<file path="src/rtl/serial_frame_receiver.sv">
// Receive end of the single-wire serial link: synchronises the line, finds each
// start edge, samples bits mid-period and hands complete words over valid/ready.
module serial_frame_receiver #(
    parameter int WIDTH        = 4,
    parameter int CLKS_PER_BIT = 4,
    parameter bit MSB_FIRST    = 1'b1
) (
    input  logic             clk,
    input  logic             clear,
    input  logic             in,
    output logic [WIDTH-1:0] out_data,
    output logic             out_valid,
    input  logic             out_ready,
    output logic             frame_err,
    output logic             overrun
);

    localparam int HALF = CLKS_PER_BIT / 2;
    localparam int TW   = $clog2(CLKS_PER_BIT);
    localparam int IW   = (WIDTH > 1) ? $clog2(WIDTH) : 1;

    typedef enum logic [2:0] {
        IDLE,
        START,
        DATA,
        STOP,
        WAIT_IDLE
    } state_t;

    state_t           r_state;
    logic             r_sync1;
    logic             r_sync2;
    logic [TW-1:0]    r_timer;
    logic [IW-1:0]    r_index;
    logic [WIDTH-1:0] r_shift;

    logic             w_halfDone;
    logic             w_bitDone;
    logic             w_lastBit;
    logic             w_canLoad;
    logic [WIDTH-1:0] w_shiftNext;

    // Two-flop synchroniser; idles high so reset must not look like a start edge.
    always_ff @(posedge clk or posedge clear) begin
        if (clear) begin
            r_sync1 <= 1'b1;
            r_sync2 <= 1'b1;
        end else begin
            r_sync1 <= in;
            r_sync2 <= r_sync1;
        end
    end

    always_comb begin
        w_halfDone  = (r_timer == TW'(HALF - 1));
        w_bitDone   = (r_timer == TW'(CLKS_PER_BIT - 1));
        w_lastBit   = (r_index == IW'(WIDTH - 1));
        w_canLoad   = !out_valid || out_ready;
        w_shiftNext = '0;
        if (MSB_FIRST)
            w_shiftNext = (r_shift << 1) | WIDTH'(r_sync2);
        else
            w_shiftNext = (r_shift >> 1) | (WIDTH'(r_sync2) << (WIDTH - 1));
    end

    // A load on the stop-sample edge overrides the consume-clear of out_valid.
    always_ff @(posedge clk or posedge clear) begin
        if (clear) begin
            r_state   <= IDLE;
            r_timer   <= '0;
            r_index   <= '0;
            r_shift   <= '0;
            out_data  <= '0;
            out_valid <= 1'b0;
            frame_err <= 1'b0;
            overrun   <= 1'b0;
        end else begin
            frame_err <= 1'b0;
            overrun   <= 1'b0;
            if (out_valid && out_ready)
                out_valid <= 1'b0;

            case (r_state)
                IDLE: begin
                    if (!r_sync2) begin
                        r_state <= START;
                        r_timer <= '0;
                    end
                end
                START: begin
                    if (w_halfDone) begin
                        r_timer <= '0;
                        r_index <= '0;
                        r_state <= r_sync2 ? IDLE : DATA;
                    end else begin
                        r_timer <= r_timer + TW'(1);
                    end
                end
                DATA: begin
                    if (w_bitDone) begin
                        r_timer <= '0;
                        r_shift <= w_shiftNext;
                        if (w_lastBit)
                            r_state <= STOP;
                        else
                            r_index <= r_index + IW'(1);
                    end else begin
                        r_timer <= r_timer + TW'(1);
                    end
                end
                STOP: begin
                    if (w_bitDone) begin
                        r_timer <= '0;
                        if (r_sync2) begin
                            r_state <= IDLE;
                            if (w_canLoad) begin
                                out_data  <= r_shift;
                                out_valid <= 1'b1;
                            end else begin
                                overrun <= 1'b1;
                            end
                        end else begin
                            frame_err <= 1'b1;
                            r_state   <= WAIT_IDLE;
                        end
                    end else begin
                        r_timer <= r_timer + TW'(1);
                    end
                end
                WAIT_IDLE: begin
                    if (r_sync2)
                        r_state <= IDLE;
                end
                default: r_state <= IDLE;
            endcase
        end
    end

endmodule

</file>
<file path="config.mk">
export PLATFORM = sky130hd
export DESIGN_NAME = serial_frame_receiver
export DESIGN_NICKNAME = d
export VERILOG_FILES = /design/src/rtl/serial_frame_receiver.sv
export SDC_FILE = /design/constraint.sdc
export NUM_CORES = 1
export LEC_CHECK = 0
export BUFFER_PORTS_ARGS = -buffer_cell sky130_fd_sc_hd__buf_4
export CAP_MARGIN = 15
export CORE_AREA = 2 2 48 50
export CTS_CLUSTER_DIAMETER = 120
export CTS_CLUSTER_SIZE = 20
export DETAILED_ROUTE_END_ITERATION = 7
export DIE_AREA = 0 0 50 52
export PLACE_DENSITY = 0.69
export RECOVER_POWER = 100
export SLEW_MARGIN = 25
export SYNTH_ARGS = -nofsm -noshare
export SYNTH_HDL_FRONTEND = slang
export SYNTH_SLANG_ARGS = --single-unit
</file>
<file path="constraint.sdc">
create_clock -name clk -period 1.4 [get_ports clk]
set_input_delay 0.07 -clock clk [delete_from_list [all_inputs] [get_ports clk]]
set_output_delay 0.07 -clock clk [all_outputs]
set_load 0.005 [all_outputs]
</file>
# == After elaboration in Yosys (flattened, before gate mapping) ==
# Index checks and enable logic that the tools add are counted.
# word_totals
inputBits,4
output_inout_bits,7
reg_bits,20
wordCells,68
# op_classes
bitwise,1
n_eq_ne,14
n_addsub,2
reduce_logical,12
n_mux,29
# op_table
cell,n
$mux W3,7
$pmux W3 S5,1
$mux W2,7
$ne A2 B2 Y1 const B,7
$mux W1,12
$reduce_and A4 Y1,2
$eq A3 B2 Y1 const B,2
$pmux W2 S3,1
$reduce_and A6 Y1,1
$add A2 B1 Y2 const B,2
$eq A2 B2 Y1 const B,2
$or A4 B1 Y4,1
$pmux W2 S2,1
$reduce_and A2 Y1,2
$eq A3 B1 Y1 const B,1
$eq A3 B3 Y1 const B,1
$logic_not A3 Y1,1
$reduce_bool A3 Y1,1
$eq A2 B1 Y1 const B,1
$reduce_bool A2 Y1,1
$reduce_or A2 Y1,1
$logic_and A1 B1 Y1,1
$logic_not A1 Y1,1
$logic_or A1 B1 Y1,1

# == Longest topological paths before layout ==
# Gate-level depths: netlist of the first run.
# logic_depth
ltp_word,6
ltp_mapped,5
mapped_depth_nobuf,5

# == Worst setup path after synthesis of the first run ==
# OpenSTA, ideal clock, no wires.
# synth_path
path_type,register to register
from,reg r_timer[0]
to,reg r_shift[0]
path_stages_with_launch,4
synth_period_minus_slack_ns,1.420
n_path_buf,0
arrival_ns,1.295
setup_time_ns,0.125
slack_ns,-0.020
cell_sequence,dfrtp_1 -> ha_1 -> nor4bb_4 -> mux2_2
# synth_via
elab_chain_len,2
# synth_lines
element,line_no,rtl
"start, declared",33,logic [TW-1:0] r_timer;
"start signal, assigned",96,r_timer <= r_timer + TW'(1);
"start signal, assigned",108,r_timer <= r_timer + TW'(1);
"start signal, assigned",127,r_timer <= r_timer + TW'(1);
$eq A2 B2 Y1,56,w_bitDone = (r_timer == TW'(CLKS_PER_BIT - 1));
$reduce_and A2 Y1 (no source line),-,
"end signal, assigned",102,r_shift <= w_shiftNext;
"end, declared",35,logic [WIDTH-1:0] r_shift;
# No other way between the ends.
# A chain may end at the register's enable or synchronous reset.

# == Worst setup path in the final report of the first run ==
# layout_path
from,reg r_timer[1]
to,reg out_data[0]
# layout_via
elab_chain_len,2
# layout_lines
element,line_no,rtl
$eq A2 B2 Y1,56,
$reduce_and A4 Y1 (no source line),-,
"end signal, assigned",117,out_data <= r_shift;
"end, declared",11,"output logic [WIDTH-1:0] out_data,"
# No other way between the ends.

==> results.yml, run 1 <==
run_status:
  outcome: "finished with violations"
  violations: "negative setup slack"
sta:
  rsz0062_at_grt: "true"
  drv_slew: 0
  tightest_slew_ns: 0.476
  relSlewSlack_pct: 68.3
  layout_setup_ws_ns: -0.00520
  fmax_ghz: 0.712
  finalSetupViolCount: 4
  fin_crit_sh_pct: 100
  hold_viol: 0
  min_period_ns: 1.41
  fin_worst_skew_ns: 0.000867
worst_setup_path:
  critPathMaxFanout: 4
  crit_path_end: "out_data[0]$_DFFE_PP0P_"
  path_cells: "ha_4 > and4b_2 > nand3_4 > mux2_4"
  crit_type: "flip-flop to flip-flop"
  rr_endpoint: "out_data[0]$_DFFE_PP0P_"
  reg2reg_depth: 4
  cpMaxStageDelayCell: "dfrtp_2"
  endpoint_kind: "flip-flop"
  cp-startpoint: "r_timer[1]$_DFFE_PP0P_"
  reg2reg_slack_ns: -0.005
  cp-start-kind: "flip-flop"
  worst_ep_required_time_ns: 1.59
  reg2reg_from: "r_timer[1]$_DFFE_PP0P_"
  cp_slowest_stage_delay_ns: 0.47
  worstPathArrival_ns: 1.60
global_route:
  grt_pass1_wl_um: 2700
  grt_pass1_vias: 642
  grt_max_degree: 21
  grt_usage_pct: 14.0
  globalRouteOverflowTotal: 0
  antenna_found_initial: 0
detailed_routing:
  dr_wl_met2_um: 858
  route.top_layer_used: "met4"
  dr_wl_met3_um: 41
  drtPass1Iterations: 3
  route.detailed.drc: 0
  wl_um: 1670
  first_iter_violations: 4
  avgRoutedWirePerCell_um: 12.8
  wl_met1_um: 755
  via_count: 649
  vias_per_cell: 4.95
  ant_nets: 0
logic_synthesis:
  netlist_area_um2: 977
  ys_warn_count: 0
  ys_seq_area_share_pct: 51.5
  synth_ff_type: "dfrtp_1"
  postSynthCellCount: 76
  synthArstFlopShare_pct: 100
  ys_seq_elements: 20
  synth-edff-count: 0
  avgSynthCellArea_um2: 12.9
  syn-num-nets: 85
  synthDistinctLibCells: 27
worst_hold_path:
  min_delay_path_depth: 3
  hold_path_class: "input port to flip-flop"
place:
  hpwl_um: 1180
  gp_congestion: 0.756
  port-buffer-count: 10
cts:
  path_clk_slew_ns: 0.11
  clkSinkCount: 20
  clockBufferDepth: 2
  htreeDepth: 1
  cts_root_buf: "clkbuf_4"
  cts_buffers: 3
  worstSkewPairLatency_ns: 0.29
  cts_tree: "built"
final_layout:
  post-route-util_pct: 61.7
  drive_above_1_share_pct: 49.5
  area_growth_pct: 32.9
  finalNetCount: 113
  diodes: 0
power_and_ir_drop:
  power_mw: 2.26
  cellPowerDensity_mw_per_mm2: 1740
  p_leak_nw: 0.610
  peakVddDrop_mv: 1.33
die:
  die_area_mm2: 0.00260
  rows: 17
  coreArea_mm2: 0.00211
  ios: 11
  die_h_um: 52
  dieWidth_um: 50
  initial_core_util_pct: 46.4
run:
  cap_violations: 0
-- critical path: cells and delay by family (launching register included) --
kind                       cells  cell delay, ns
DFF                            1            0.47
and+or+nand+nor                2            0.36
muxes                          1            0.31
adders and majority gates      1            0.17
-- cell families (layout without fill, tap and decap cells) --
logic type               count (synthesis)  in the layout  synth area share (%)
multiplexers                            12             12                  16.5
flip-flops                              20             20                  51.5
AND/OR/NAND/NOR                         23             23                  17.0
buffers and inverters                    7             34                  3.20
XOR/XNOR                                 1              1                 0.896
AO/OA/AOI/OAI                            8              8                  4.48
adder cells (fa/ha/maj)                  5              5                  6.40
-- how the worst min path moves through the flow --
stage	from	to
finish	out_ready	overrun$_DFF_PP0_
global route	out_ready	overrun$_DFF_PP0_
CTS	out_ready	overrun$_DFF_PP0_
detailed placement	clear	out_valid$_DFF_PP0_
global placement	clear	r_state[0]$_DFFE_PP0P_
floorplan	clear	frame_err$_DFF_PP0_
-- flip-flops by register name, indices dropped and copies added (netlist names) --
| register | flops |
|---|---|
| out_data | 4 |
| r_sync1 | 1 |
| r_state | 3 |
| r_sync2 | 1 |
| frame_err | 1 |
| out_valid | 1 |
| overrun | 1 |
| r_timer | 2 |
| r_index | 2 |
| r_shift | 4 |
-- what timing repair did --
item                       4_1_cts  5_1_grt
gates resized for setup          4       16
hold endpoints to repair        19        0
setup endpoints to repair       10       12
buffers inserted                 5        3
pin swaps                        1        3
hold buffers                     2        0
-- cell usage in the layout (no fill, tap or decap), types with 3 or more instances in the layout --
| master | instances |
|---|---|
| a21oi_1 | 3 |
| buf_4 | 13 |
| clkbuf_4 | 12 |
| dfrtp_1 | 16 |
| ha_4 | 3 |
| inv_1 | 3 |
| mux2_4 | 8 |
| mux2i_1 | 3 |
| nand2_1 | 5 |
| nor2_1 | 5 |
-- stage by stage --
stage	setup slack (ns)	setup TNS, ns	hold slack (ns)	instances	cell area [µm²]
after global routing	-0.0489	-0.288	0.106	131	1300
after CTS	-0.0200	-0.137	0.125	128	1220
after global placement	0.000678	0	0.112	117	1120
after detailed placement	-0.0642	-0.437	0.121	117	1120
after floorplan	0.0221	0	0.0323	76	977
final	-0.00520	-0.0172	0.117	131	1300
-- cell type report --
class | count | area, µm²
Timing Repair Buffer | 27 | 213
Inverter | 3 | 11.3
Tap cell | 28 | 35.0
Sequential cell | 20 | 505
Fill cell | 163 | 807
Multi-Input combinational cell | 49 | 498
Clock buffer | 4 | 36.3
-- synth_stat cells (3+ instances only) --
cell type | count | area share (%)
ha_1 | 5 | 6.4
a21oi_1 | 3 | 1.5
inv_1 | 3 | 1.2
o21ai_0 | 4 | 2.0
dfrtp_1 | 18 | 46
mux2_2 | 4 | 4.6
buf_2 | 3 | 1.5
nor2_1 | 5 | 1.9
mux2_4 | 4 | 6.1
mux2i_1 | 3 | 3.1
nand2_1 | 5 | 1.9
-- report_power, final --
part,internal [mW],switching [mW],total (mW)
Sequential,0.746,0.172,0.918
Combinational,0.627,0.383,1.01
Clock,0.159,0.170,0.329
-- metal layers --
| metal | vias to the layer above | track usage (%) |
|---|---|---|
| met3 | 2 | 2.59 |
| met2 | 10 | 22.4 |
| met4 | 0 | 6.94 |
| met5 | - | 0 |
| met1 | 319 | 18.3 |
| li1 | 318 | - |
Note: power is estimated with default switching activity, not from simulation.
==> run 2, diff against run 1 <==
--- a/config.mk
+++ b/config.mk
@@ -14,6 +14,7 @@
 export DIE_AREA = 0 0 50 52
 export PLACE_DENSITY = 0.69
 export RECOVER_POWER = 100
+export REMOVE_ABC_BUFFERS = 1
 export SLEW_MARGIN = 25
 export SYNTH_ARGS = -nofsm -noshare
 export SYNTH_HDL_FRONTEND = slang
==> run 2 against run 1 <==
  * The run still ends with negative setup slack left
  * Design area is 1.1% lower
  * Worst setup slack worse by 0.0014 ns
  * Largest cell class unchanged
  * Global-route usage is 1.5 points higher
  * Clock power is 16% lower
  * Via count is 1.8% lower
  * Routed wire length is 4.2% higher
  * Die area stayed put
  * Count of clock-buffer cells in the layout stayed put
  * Register-to-register slack hardly changed
==> results.yml, run 2 (synthesis results as in run 1) <==
run_status:
  outcome: "finished with violations"
  violations: "negative setup slack"
global_route:
  use_met1_pct: 18.6
  grt_pass1_vias: 620
  globalRouteOverflowTotal: 0
  antenna_found_initial: 0
  grt_pass1_wl_um: 2930
  grt-busiest-layer: "met2"
  grt_use_met2_pct: 26.3
  grt_usage_pct: 15.5
  grt_max_degree: 21
  use_met3_pct: 5.46
die:
  coreArea_mm2: 0.00211
  rows: 17
  dieWidth_um: 50
  initial_core_util_pct: 46.4
  die_area_mm2: 0.00260
  die_h_um: 52
  ios: 11
worst_setup_path:
  cp-start-kind: "flip-flop"
  path_buf_inv: 0
  path_cells: "ha_4 > and4b_2 > nand3_4 > mux2_4"
  reg2reg_slack_ns: -0.007
  rr_endpoint: "out_data[1]$_DFFE_PP0P_"
  cp_top_family: "flip-flops"
  worst_ep_required_time_ns: 1.59
  cp_slowest_stage_delay_ns: 0.45
  cpMaxStageDelayCell: "dfrtp_2"
  reg2reg_depth: 4
  reg2reg_from: "r_timer[1]$_DFFE_PP0P_"
  worstPathArrival_ns: 1.60
  crit_type: "flip-flop to flip-flop"
  critPathMaxFanout: 4
  endpoint_kind: "flip-flop"
final_layout:
  area_growth_pct: 31.5
  nFillCells: 156
  reg.largest.list: "out_data: 4 flops, r_shift: 4 flops, r_state: 3 flops"
  drive_above_1_share_pct: 49.5
  finalNetCount: 113
  layout_common_cells: "15 x dfrtp_1, 13 x buf_4, 11 x clkbuf_4, 7 x mux2_4, 5 x nor2_1"
  diodes: 0
  final_common_cell: "dfrtp_1"
  post-route-util_pct: 61.0
sta:
  tns_ns: -0.00924
  fin_crit_sh_pct: 100
  tightest_slew_ns: 0.476
  rsz0062_at_grt: "true"
  finalSetupViolCount: 2
  fmax_ghz: 0.711
  drv_slew: 0
  min_period_ns: 1.41
  hold_viol: 0
  fin_worst_skew_ns: 0.00568
  relSlewSlack_pct: 68.2
  timing.hold.ws_ns: 0.121
  layout_setup_ws_ns: -0.00663
detailed_routing:
  via_count: 637
  vias_per_cell: 4.86
  wl_um: 1740
  ant_nets: 0
  route.detailed.drc: 0
  first_iter_violations: 7
  drtPass1Iterations: 4
  avgRoutedWirePerCell_um: 13.3
place:
  preCtsSetupSlack_ns: -0.0873
  hpwl_um: 1290
  gp_congestion: 0.754
  port-buffer-count: 10
worst_hold_path:
  whs_endpoint: "out_valid$_DFF_PP0_"
  hold_path_class: "input port to flip-flop"
  min_from: "out_ready"
  min_delay_path_depth: 3
cts:
  htreeDepth: 1
  cts_root_buf: "clkbuf_4"
  clkSinkCount: 20
  path_clk_slew_ns: 0.11
  worstSkewPairLatency_ns: 0.29
  cts_buffers: 3
  cts_tree: "built"
  clockBufferDepth: 2
power_and_ir_drop:
  p_leak_nw: 0.600
  cellPowerDensity_mw_per_mm2: 1700
  peakVddDrop_mv: 1.49
run:
  cap_violations: 0
[run 2: what timing repair did]
action,CTS,global route
gates resized for setup,9,10
hold buffers,2,0
setup endpoints to repair,11,12
hold endpoints to repair,19,0
pin swaps,1,6
setup buffers,0,5
[run 2: worst max path at each step]
stage / start / to / slack [ns] / cells after the start
after floorplan: r_timer[0]$_DFFE_PP0P_ / r_shift[0]$_DFFE_PP0P_ / -0.02 / 3
after global placement: r_timer[0]$_DFFE_PP0P_ / r_index[1]$_DFFE_PP0P_ / -0.02 / 5
after detailed placement: r_timer[1]$_DFFE_PP0P_ / r_shift[1]$_DFFE_PP0P_ / -0.09 / 3
after CTS: r_timer[1]$_DFFE_PP0P_ / r_shift[1]$_DFFE_PP0P_ / -0.04 / 3
after global routing: r_timer[0]$_DFFE_PP0P_ / r_shift[2]$_DFFE_PP0P_ / -0.04 / 4
final: r_timer[1]$_DFFE_PP0P_ / out_data[1]$_DFFE_PP0P_ / -0.007 / 4
[run 2: power by group]
group	switching [mW]	leakage (nW)	total (mW)	internal [mW]
logic	0.383	0.327	0.991	0.607
registers	0.169	0.258	0.918	0.749
clock network	0.165	0.0150	0.276	0.111
[run 2: area by class of cell]
class                           count  area (µm²)  area share [%]
Tap cell                           28        35.0            2.73
Clock buffer                        4        26.3            2.04
Timing Repair Buffer               27         209            16.3
Multi-Input combinational cell     49         497            38.7
Inverter                            3        11.3           0.876
Sequential cell                    20         507            39.4
[run 2: metal layers]
layer | vias to the layer above | part of all wire (%)
met3 | 2 | 3.4
li1 | 319 | -
met5 | - | 0
met1 | 306 | 44
met4 | 0 | 0.75
met2 | 10 | 52
[run 2: per-stage QoR]
| step | instances | area, µm² | power (mW) |
|---|---|---|---|
| floorplan | 72 | 957 | 1.38 |
| global placement | 120 | 1140 | 1.67 |
| detailed placement | 120 | 1140 | 1.72 |
| CTS | 126 | 1210 | 2.06 |
| global route | 131 | 1280 | 2.35 |
| finish | 131 | 1280 | 2.18 |
[run 2: worst min-delay path, delay by kind of cell]
kind                   cells  cell delay [ns]
buffers and inverters      1             0.07
and+or+nand+nor            2             0.25
==> run 3, diff against run 2 <==
--- a/config.mk
+++ b/config.mk
@@ -5,13 +5,13 @@
 export SDC_FILE = /design/constraint.sdc
 export NUM_CORES = 1
 export LEC_CHECK = 0
-export BUFFER_PORTS_ARGS = -buffer_cell sky130_fd_sc_hd__buf_4
 export CAP_MARGIN = 15
-export CORE_AREA = 2 2 48 50
+export CORE_AREA = 2 2 46 48
 export CTS_CLUSTER_DIAMETER = 120
 export CTS_CLUSTER_SIZE = 20
 export DETAILED_ROUTE_END_ITERATION = 7
-export DIE_AREA = 0 0 50 52
+export DIE_AREA = 0 0 48 50
+export DONT_BUFFER_PORTS = 1
 export PLACE_DENSITY = 0.69
 export RECOVER_POWER = 100
 export REMOVE_ABC_BUFFERS = 1
==> run 3 against run 2 <==
  * Critical path type unchanged
  * The run still ends with negative setup slack left
  * Hold slack worse by 0.096 ns
  * Core utilization is 5.0 points higher
  * Die area shrank 7.7%
  * Routed wire length down 3.7%
  * Clock power up 73%
==> results.yml, run 3 (synthesis results as in run 1) <==
sta:
  tns_ns: -0.0834
  drv_slew: 0
  rsz0062_at_grt: "true"
  finalSetupViolCount: 5
  fmax_ghz: 0.699
  fin_crit_sh_pct: 102
  tightest_slew_ns: 0.685
  hold_viol: 0
  layout_setup_ws_ns: -0.0303
  fin_worst_skew_ns: 0.0114
  relSlewSlack_pct: 54.4
  min_period_ns: 1.43
detailed_routing:
  route.detailed.drc: 0
  ant_nets: 0
  vias_per_cell: 5.28
  drtPass1Iterations: 4
  wl_um: 1680
  via_count: 644
  first_iter_violations: 6
  avgRoutedWirePerCell_um: 13.8
global_route:
  antenna_found_initial: 0
  globalRouteOverflowTotal: 0
  grt_pass1_vias: 615
  grt_pass1_wl_um: 2690
  grt_usage_pct: 15.9
  grt_max_degree: 14
cts:
  clockBufferDepth: 2
  worstSkewPairLatency_ns: 0.31
  cts_buffers: 3
  clkSinkCount: 20
  cts_root_buf: "clkbuf_4"
  path_clk_slew_ns: 0.12
  htreeDepth: 1
  cts_tree: "built"
final_layout:
  diodes: 0
  post-route-util_pct: 66.0
  area_growth_pct: 28.4
  finalNetCount: 105
  final_common_cell: "dfrtp_1"
  layout_common_cells: "15 x dfrtp_1, 14 x buf_4, 7 x mux2_4, 5 x nor2_1"
  reg.largest.list: "out_data: 4 flops, r_shift: 4 flops, r_state: 3 flops"
  nFillCells: 146
  drive_above_1_share_pct: 47.4
place:
  hpwl_um: 1190
  port-buffer-count: 0
  gp_congestion: 0.705
worst_setup_path:
  endpoint_kind: "flip-flop"
  worstPathArrival_ns: 1.63
  worst_ep_required_time_ns: 1.60
  critPathMaxFanout: 4
  crit_type: "flip-flop to flip-flop"
  cp-start-kind: "flip-flop"
worst_hold_path:
  hold_path_class: "input port to flip-flop"
run:
  cap_violations: 0
die:
  ios: 11
  die_area_mm2: 0.00240
  rows: 16
  dieWidth_um: 48
  coreArea_mm2: 0.00190
  initial_core_util_pct: 51.4
  die_h_um: 50
power_and_ir_drop:
  p_leak_nw: 0.577
  peakVddDrop_mv: 0.936
  power_mw: 2.37
  cellPowerDensity_mw_per_mm2: 1890
run_status:
  outcome: "finished with violations"
  violations: "negative setup slack"
[run 3: changes by cell type in the layout (fill, tap and decap cells not counted)]
cell and change:
ha_1 +1, inv_1 -1, nand3_2 +1, clkbuf_4 -8, inv_2 +1, clkbuf_2 -1
buf_4 +1, nand3_1 -1, ha_2 -1, bufinv_16 +1, clkbuf_1 -1
[run 3: worst paths after layout]
| path | start | end | slack (ns) | cells after the start |
|---|---|---|---|---|
| setup / recovery | r_timer[1]$_DFFE_PP0P_ | out_data[1]$_DFFE_PP0P_ | -0.03 | 4 |
| hold / removal | out_ready | overrun$_DFF_PP0_ | 0.02 | 2 |
| setup reg to reg | r_timer[1]$_DFFE_PP0P_ | out_data[1]$_DFFE_PP0P_ | -0.03 | 4 |
| hold reg to reg | r_sync1$_DFF_PP1_ | r_sync2$_DFF_PP1_ | 0.37 | 0 |
| max in group asynchronous | clear | out_data[1]$_DFFE_PP0P_ | 0.35 | 3 |
| min in group asynchronous | clear | r_state[0]$_DFFE_PP0P_ | 0.13 | 2 |
[run 3: routing by layer]
metal	GRT usage, %	vias up	wire [µm]
met4	5.41	0	10
met2	25.3	18	844
li1	-	302	-
met5	0	-	0
met3	3.66	2	69
met1	20.4	322	754
[run 3: cell type report]
class / count / area, µm² / share of cell area, %
multi-input combinational: 49 / 499 / 39.8
clock buffer: 3 / 22.5 / 1.79
clock inverter: 1 / 30.0 / 2.39
timing repair buffer: 19 / 151 / 12.1
tap: 27 / 33.8 / 2.69
sequential: 20 / 507 / 40.4
inverter: 3 / 11.3 / 0.897
[run 3: stage by stage]
step / hold WS [ns] / worst slack, ns / area [µm²] / instances
after CTS: 0.0195 / -0.0266 / 1170 / 117
after global routing: 0.0234 / -0.0621 / 1250 / 122
after global placement: -0.0657 / -0.0287 / 1070 / 109
after detailed placement: -0.0642 / -0.0856 / 1070 / 109
final: 0.0245 / -0.0303 / 1250 / 122
after floorplan: 0.0323 / -0.0201 / 957 / 72
[run 3: power breakdown]
group	internal, mW	total, mW	switching (mW)
combinational	0.593	0.962	0.369
sequential	0.749	0.932	0.183
clock	0.290	0.477	0.187
[run 3: critical path, stage by stage (launching register included)]
cell and delay, ns:
dfrtp_2 0.47, ha_4 0.18, and4b_2 0.23, nand3_4 0.13, mux2_4 0.31
[run 3: what timing repair did]
action,4_1_cts,5_1_grt
setup buffers,2,5
pin swaps,2,3
setup endpoints to repair,11,12
hold endpoints to repair,19,0
gates resized for setup,5,15
hold buffers,2,0
